$ cat src/rtl/mcu_link_master_if.sv
`default_nettype none
// ============================================================================
// Module : mcu_link_master_if
// Brief  : Word-in handshake, MCU REQ/ACK and SPI-style serial lines.
// Rev    : 1.0
// ============================================================================
interface mcu_link_master_if #(
  parameter int DATA_WIDTH = 8
);
  logic [DATA_WIDTH-1:0] in_data;
  logic                  in_valid;
  logic                  in_ready;
  logic                  busy;
  logic                  done;
  logic                  err;
  logic                  MCU_REQ;
  logic                  MCU_ACK;
  logic                  MCU_SPI_SCLK;
  logic                  MCU_SPI_CS;
  logic                  MCU_SPI_MOSI;

  modport master (
    input  in_data, in_valid, MCU_ACK,
    output in_ready, busy, done, err,
           MCU_REQ, MCU_SPI_SCLK, MCU_SPI_CS, MCU_SPI_MOSI
  );

  modport slave (
    output in_data, in_valid, MCU_ACK,
    input  in_ready, busy, done, err,
           MCU_REQ, MCU_SPI_SCLK, MCU_SPI_CS, MCU_SPI_MOSI
  );
endinterface
`default_nettype wire

$ cat src/rtl/mcu_link_master.sv
`default_nettype none
// ============================================================================
// Module : mcu_link_master
// Brief  : REQ/ACK initiator with timeout and MSB-first mode-0 serialiser.
// Rev    : 1.0
// ============================================================================
module mcu_link_master #(
  parameter int DATA_WIDTH = 8,
  parameter int CLK_DIV    = 4,
  parameter int TIMEOUT    = 1023
) (
  input  wire logic               SYS_CLK,
  input  wire logic               SYS_RSTn,
  mcu_link_master_if.master       link
);

  localparam int TW  = $clog2(TIMEOUT + 1);
  localparam int BW  = $clog2(DATA_WIDTH + 1);
  localparam int DVW = (CLK_DIV > 1) ? $clog2(CLK_DIV) : 1;

  localparam logic [TW-1:0]  TMO_LAST = TW'(TIMEOUT - 1);
  localparam logic [BW-1:0]  BIT_LAST = BW'(DATA_WIDTH - 1);
  localparam logic [DVW-1:0] DIV_LAST = DVW'(CLK_DIV - 1);

  typedef enum logic [1:0] {
    S_IDLE     = 2'd0,
    S_REQ_WAIT = 2'd1,
    S_SHIFT    = 2'd2,
    S_RELEASE  = 2'd3
  } state_t;

  state_t                state_q;
  logic                  ack_meta_q;
  logic                  ack_s_q;
  logic [DATA_WIDTH-1:0] shreg_q;
  logic [TW-1:0]         tmo_q;
  logic [BW-1:0]         bit_q;
  logic [DVW-1:0]        div_q;
  logic                  in_ready_q;
  logic                  busy_q;
  logic                  done_q;
  logic                  err_q;
  logic                  req_q;
  logic                  sclk_q;
  logic                  cs_q;
  logic                  mosi_q;

  logic [TW-1:0]         tmo_d;
  logic [BW-1:0]         bit_d;
  logic [DVW-1:0]        div_d;

  always_comb begin
    tmo_d = tmo_q + 1'b1;
    bit_d = bit_q + 1'b1;
    div_d = div_q + 1'b1;
  end

  always_ff @(posedge SYS_CLK or negedge SYS_RSTn) begin
    if (!SYS_RSTn) begin
      state_q    <= S_IDLE;
      ack_meta_q <= 1'b0;
      ack_s_q    <= 1'b0;
      shreg_q    <= '0;
      tmo_q      <= '0;
      bit_q      <= '0;
      div_q      <= '0;
      in_ready_q <= 1'b1;
      busy_q     <= 1'b0;
      done_q     <= 1'b0;
      err_q      <= 1'b0;
      req_q      <= 1'b0;
      sclk_q     <= 1'b0;
      cs_q       <= 1'b1;
      mosi_q     <= 1'b0;
    end else begin
      ack_meta_q <= link.MCU_ACK;
      ack_s_q    <= ack_meta_q;
      done_q     <= 1'b0;
      err_q      <= 1'b0;

      case (state_q)
        S_IDLE: begin
          if (link.in_valid && in_ready_q) begin
            shreg_q    <= link.in_data;
            tmo_q      <= '0;
            req_q      <= 1'b1;
            in_ready_q <= 1'b0;
            busy_q     <= 1'b1;
            state_q    <= S_REQ_WAIT;
          end
        end

        // A grant seen on the same cycle as the last timeout count still wins.
        S_REQ_WAIT: begin
          if (ack_s_q) begin
            cs_q    <= 1'b0;
            mosi_q  <= shreg_q[DATA_WIDTH-1];
            sclk_q  <= 1'b0;
            div_q   <= '0;
            bit_q   <= '0;
            state_q <= S_SHIFT;
          end else if (tmo_q == TMO_LAST) begin
            req_q      <= 1'b0;
            err_q      <= 1'b1;
            in_ready_q <= 1'b1;
            busy_q     <= 1'b0;
            state_q    <= S_IDLE;
          end else begin
            tmo_q <= tmo_d;
          end
        end

        S_SHIFT: begin
          if (div_q == DIV_LAST) begin
            div_q <= '0;
            if (!sclk_q) begin
              sclk_q <= 1'b1;
            end else if (bit_q == BIT_LAST) begin
              sclk_q  <= 1'b0;
              cs_q    <= 1'b1;
              req_q   <= 1'b0;
              mosi_q  <= 1'b0;
              tmo_q   <= '0;
              state_q <= S_RELEASE;
            end else begin
              sclk_q  <= 1'b0;
              bit_q   <= bit_d;
              shreg_q <= {shreg_q[DATA_WIDTH-2:0], 1'b0};
              mosi_q  <= shreg_q[DATA_WIDTH-2];
            end
          end else begin
            div_q <= div_d;
          end
        end

        S_RELEASE: begin
          if (!ack_s_q) begin
            done_q     <= 1'b1;
            in_ready_q <= 1'b1;
            busy_q     <= 1'b0;
            state_q    <= S_IDLE;
          end else if (tmo_q == TMO_LAST) begin
            err_q      <= 1'b1;
            in_ready_q <= 1'b1;
            busy_q     <= 1'b0;
            state_q    <= S_IDLE;
          end else begin
            tmo_q <= tmo_d;
          end
        end

        default: state_q <= S_IDLE;
      endcase
    end
  end

  assign link.in_ready     = in_ready_q;
  assign link.busy         = busy_q;
  assign link.done         = done_q;
  assign link.err          = err_q;
  assign link.MCU_REQ      = req_q;
  assign link.MCU_SPI_SCLK = sclk_q;
  assign link.MCU_SPI_CS   = cs_q;
  assign link.MCU_SPI_MOSI = mosi_q;

endmodule
`default_nettype wire

$ cat src/flat_wrapper.sv
// flat-port wrapper written by rule: the top's interface ports become plain ports
module mcu_link_master_flat 
#(
  parameter int DATA_WIDTH = 8,
  parameter int CLK_DIV    = 4,
  parameter int TIMEOUT    = 1023
)
  (SYS_CLK, SYS_RSTn, link_in_data, link_in_valid, link_MCU_ACK, link_in_ready, link_busy, link_done, link_err, link_MCU_REQ, link_MCU_SPI_SCLK, link_MCU_SPI_CS, link_MCU_SPI_MOSI);
  mcu_link_master_if #(.DATA_WIDTH(DATA_WIDTH)) link_i ();
  input  wire logic SYS_CLK;
  input  wire logic SYS_RSTn;
  input wire logic [$bits(link_i.in_data)-1:0] link_in_data;
  input wire logic [$bits(link_i.in_valid)-1:0] link_in_valid;
  input wire logic [$bits(link_i.MCU_ACK)-1:0] link_MCU_ACK;
  output wire logic [$bits(link_i.in_ready)-1:0] link_in_ready;
  output wire logic [$bits(link_i.busy)-1:0] link_busy;
  output wire logic [$bits(link_i.done)-1:0] link_done;
  output wire logic [$bits(link_i.err)-1:0] link_err;
  output wire logic [$bits(link_i.MCU_REQ)-1:0] link_MCU_REQ;
  output wire logic [$bits(link_i.MCU_SPI_SCLK)-1:0] link_MCU_SPI_SCLK;
  output wire logic [$bits(link_i.MCU_SPI_CS)-1:0] link_MCU_SPI_CS;
  output wire logic [$bits(link_i.MCU_SPI_MOSI)-1:0] link_MCU_SPI_MOSI;
  assign link_i.in_data = link_in_data;
  assign link_i.in_valid = link_in_valid;
  assign link_i.MCU_ACK = link_MCU_ACK;
  assign link_in_ready = link_i.in_ready;
  assign link_busy = link_i.busy;
  assign link_done = link_i.done;
  assign link_err = link_i.err;
  assign link_MCU_REQ = link_i.MCU_REQ;
  assign link_MCU_SPI_SCLK = link_i.MCU_SPI_SCLK;
  assign link_MCU_SPI_CS = link_i.MCU_SPI_CS;
  assign link_MCU_SPI_MOSI = link_i.MCU_SPI_MOSI;
  mcu_link_master #(.DATA_WIDTH(DATA_WIDTH), .CLK_DIV(CLK_DIV), .TIMEOUT(TIMEOUT)) u_core (.SYS_CLK(SYS_CLK), .SYS_RSTn(SYS_RSTn), .link(link_i));
endmodule
$ cat config.mk
export PLATFORM = sky130hd
export DESIGN_NAME = mcu_link_master_flat
export DESIGN_NICKNAME = d
export VERILOG_FILES = /design/src/rtl/mcu_link_master_if.sv /design/src/rtl/mcu_link_master.sv /design/src/flat_wrapper.sv
export SDC_FILE = /design/constraint.sdc
export NUM_CORES = 1
export LEC_CHECK = 0
export CAP_MARGIN = 10
export CORE_ASPECT_RATIO = 2
export CORE_UTILIZATION = 51
export DETAILED_ROUTE_END_ITERATION = 10
export PLACE_DENSITY = 0.75
export SLEW_MARGIN = 20
export SYNTH_ARGS = -nofsm -noshare
export SYNTH_HDL_FRONTEND = slang
export SYNTH_SLANG_ARGS = --single-unit
$ cat constraint.sdc
create_clock -name SYS_CLK -period 1.98 [get_ports SYS_CLK]
set_input_delay 0.297 -clock SYS_CLK [delete_from_list [all_inputs] [get_ports SYS_CLK]]
set_output_delay 0.297 -clock SYS_CLK [all_outputs]
set_load 0.01 [all_outputs]
==> results_dict.tcl <==
set metrics [dict create \
    place.gp.congestion 0.939 \
    fill_cell_count 336 \
    remaining_drc_errors 0 \
    core.rowCount 32 \
    total_clock_sinks 36 \
    syn_nets 227 \
    crit_path_capture "u_core.tmo_q[6]$_DFFE_PN0P_" \
    synthTopCellsByArea "dfrtp_1, mux2i_1, ha_1" \
    power_mw 1.32 \
    total_iterations_of_the_first_detailed_routing_run 4 \
    worst_pin_slew_ps 778 \
    floorplan.die_area_um2 4370 \
    holdBufCountCts 0 \
    wl_per_cell_um 15.7 \
    multiInputGateArea_um2 1150 \
    postSynth.asyncResetShare 1.00 \
    crit_path_end_kind "flip-flop" \
    post-route-period-util 0.980 \
    total_track_usage 0.234 \
    buffer_levels_on_the_longest_clock_path 2 \
    detail-route-antenna-nets 0 \
    final-max-slew-violation-count 0 \
    post_cts_buffers 0 \
    drt-total-wl_um 4650 \
    antenna_cells 0 \
    ctsRootBufferMaster "clkbuf_8" \
    route.vias.total 1718 \
    worst_slew_margin_rel 0.481 \
    largest_net_degree_at_the_start_of_global_routing 37 \
    most-common-layout-cells "dfrtp_1, nand2_1, buf_4" \
    synth_edf_count 0 \
    dominantRegCellSynth "dfrtp_1" \
    number_of_hold_slack_violations_in_the_final_timing_report 0 \
    cp_launch_type "flip-flop" \
    ys_seq_area_frac 0.433 \
    critical_path_required_ps 2190 \
    final.setup_skew_ps 6.63 \
    mappedNetlistArea_um2 2090 \
    cpMaxStageDelayCell "dfrtp_1" \
    grt_remaining_overflow 0 \
    critical_path.startpoint "u_core.state_q[1]$_DFFE_PN0P_" \
    final_layout_size_suffix_gt1_frac 0.215 \
    post-dp-hpwl_um 3460 \
    grt_antenna_before_repair 0 \
    register_area_um2 903 \
    synth.lib_cells_used.distinct 50 \
    coreArea_um2 3880 \
    drv.max_cap_violation_count 0 \
    cts_htree_levels 2 \
    die_height_um 92.5 \
    insertion_delay_ps 290 \
    io_buffer_count 19 \
    route.detailed.vias_per_inst 5.78 \
    total_of_flip_flops_plus_latches_after_synthesis 36 \
    final.hold.worst_slack_ps 79.0 \
    gate_count_post_synth 207 \
    reg2regPathDepth 7 \
    timing.critical_path.fanout_max 7 \
    rsz0062_at_grt "true" \
    synthesis.area_per_instance_um2 10.1 \
    synth_area_leader_cell "dfrtp_1" \
    hold_path.class "primary input to async pin" \
    io_pins 20 \
    run_status "finished, final reports clean" \
    cellLeakagePower_nw 1.15 \
    cts-buffers-inserted 5 \
    drtIter0Drc 54 \
    ir_worst_vdd_mv 0.583 \
    grt_pass1_vias 1714 \
    area_growth_pct 24.8 \
    criticalPathCategory "flip-flop to flip-flop" \
    synth-warning-count 0 \
    finalWorstPathRequiredPeriod_ps 1940 \
    mostFrequentLayoutCell "dfrtp_1" \
    die_width_um 47.2 \
    worst-endpoint-arrival_ps 2150 \
    final_nets 265 \
    netlist.area_leader.share 0.408 \
    crit_chain "inv_1, ha_2, buf_12, mux2i_4, o2111ai_4, nor4_2, mux2i_1" \
    worst_path_largest_cell_delay_ps 410 \
    dpl_worst_slack_ps -8.67 \
    cts.clk_slew.worst_paths_ps 70 \
    start_util 0.537 \
    final_setup_violation_count 0 \
    timing.rr.end "u_core.tmo_q[6]$_DFFE_PN0P_" \
    worstReg2RegStart "u_core.state_q[1]$_DFFE_PN0P_" \
    timing.reg2reg.setup_slack_ps 40 \
    cts_tree "built" \
    final_critical_path_setup_slack_ps 39.6 \
    power_density_nw_per_um2 508 \
    clock.fmax_mhz 515 \
    grt_first_pass_wirelength_um 7370 \
]
kinds of logic after synthesis:
family                     share of synthesized area
and+or+nand+nor                                0.171
AOI/OAI and AO/OA                              0.222
buffers and inverters                         0.0474
DFF                                            0.433
muxes                                         0.0779
adders and majority gates                     0.0480
area by class of cell:
class	instances	share of cell area
Clock buffer	6	0.0317
Timing Repair Buffer	39	0.134
Clock inverter	2	0.00384
Multi-Input combinational cell	152	0.444
Inverter	11	0.0159
Tap cell	51	0.0245
Sequential cell	36	0.347
per-layer routing:
metal | vias to the layer above | part of all wire | global-route usage
met2 | 32 | 0.57 | 0.408
met1 | 829 | 0.38 | 0.236
met5 | - | 0 | 0
met4 | 0 | 0.027 | 0.145
li1 | 846 | - | -
met3 | 11 | 0.020 | 0.0370
cells in the mapped netlist (3+ instances only):
cell,instances
o21ai_2,3
nor2_1,7
nor2b_1,5
a22o_1,5
dfrtp_1,34
o21ai_1,6
inv_1,11
nand4_1,3
a21boi_0,3
o31ai_1,3
ha_1,8
nor4_1,4
buf_2,7
a21oi_1,6
a31oi_1,3
nor3_1,3
nand2_1,26
nand2b_1,6
nand3_1,4
mux2i_1,14
o21ai_0,9
state kept, by name (all words and copies together) (netlist names), 2 cells and up:
name / count
u_core.bit_q: 4
u_core.div_q: 2
u_core.shreg_q: 8
u_core.state_q: 2
u_core.tmo_q: 10
critical path, delay by kind of cell (launching register included):
kind / cells / cell delay (ps)
compound gates: 1 / 240
fa+ha+maj: 1 / 220
buf+inv: 2 / 240
flops: 1 / 410
mux: 2 / 400
simple gates: 1 / 340
metrics by stage:
step	utilization	instance area (µm²)	instances	setup TNS [ps]
after floorplan	-	2090	207	0
after global placement	0.629	2440	288	0
after detailed placement	0.629	2440	288	-8.67
after CTS	0.656	2550	296	0
after global routing	0.670	2600	297	-23.8
final	0.670	2600	297	0
power by group:
group	internal [mW]	total [mW]	leakage, nW	switching (mW)
clock network	0.277	0.536	0.0510	0.258
registers	0.739	0.743	0.462	0.00337
logic	0.0235	0.0452	0.636	0.0217
total	1.04	1.32	1.15	0.283
how the worst min path moves through the flow:
| stage | end | cells past startpoint | start |
|---|---|---|---|
| global route | u_core.shreg_q[0]$_DFFE_PN0P_ | 1 | SYS_RSTn |
| CTS | u_core.shreg_q[4]$_DFFE_PN0P_ | 1 | SYS_RSTn |
| floorplan | u_core.ack_meta_q$_DFF_PN0_ | 0 | SYS_RSTn |
| finish | u_core.shreg_q[0]$_DFFE_PN0P_ | 1 | SYS_RSTn |
| detailed placement | u_core.ack_s_q$_DFF_PN0_ | 0 | u_core.ack_meta_q$_DFF_PN0_ |
| global placement | u_core.ack_s_q$_DFF_PN0_ | 0 | u_core.ack_meta_q$_DFF_PN0_ |
repair_timing:
item | in CTS | in global routing
pin swaps | 0 | 5
resized for setup | 2 | 12
cloned | 0 | 1
endpoints found under the setup margin | 1 | 15
Note: power is estimated with default switching activity, not from simulation.
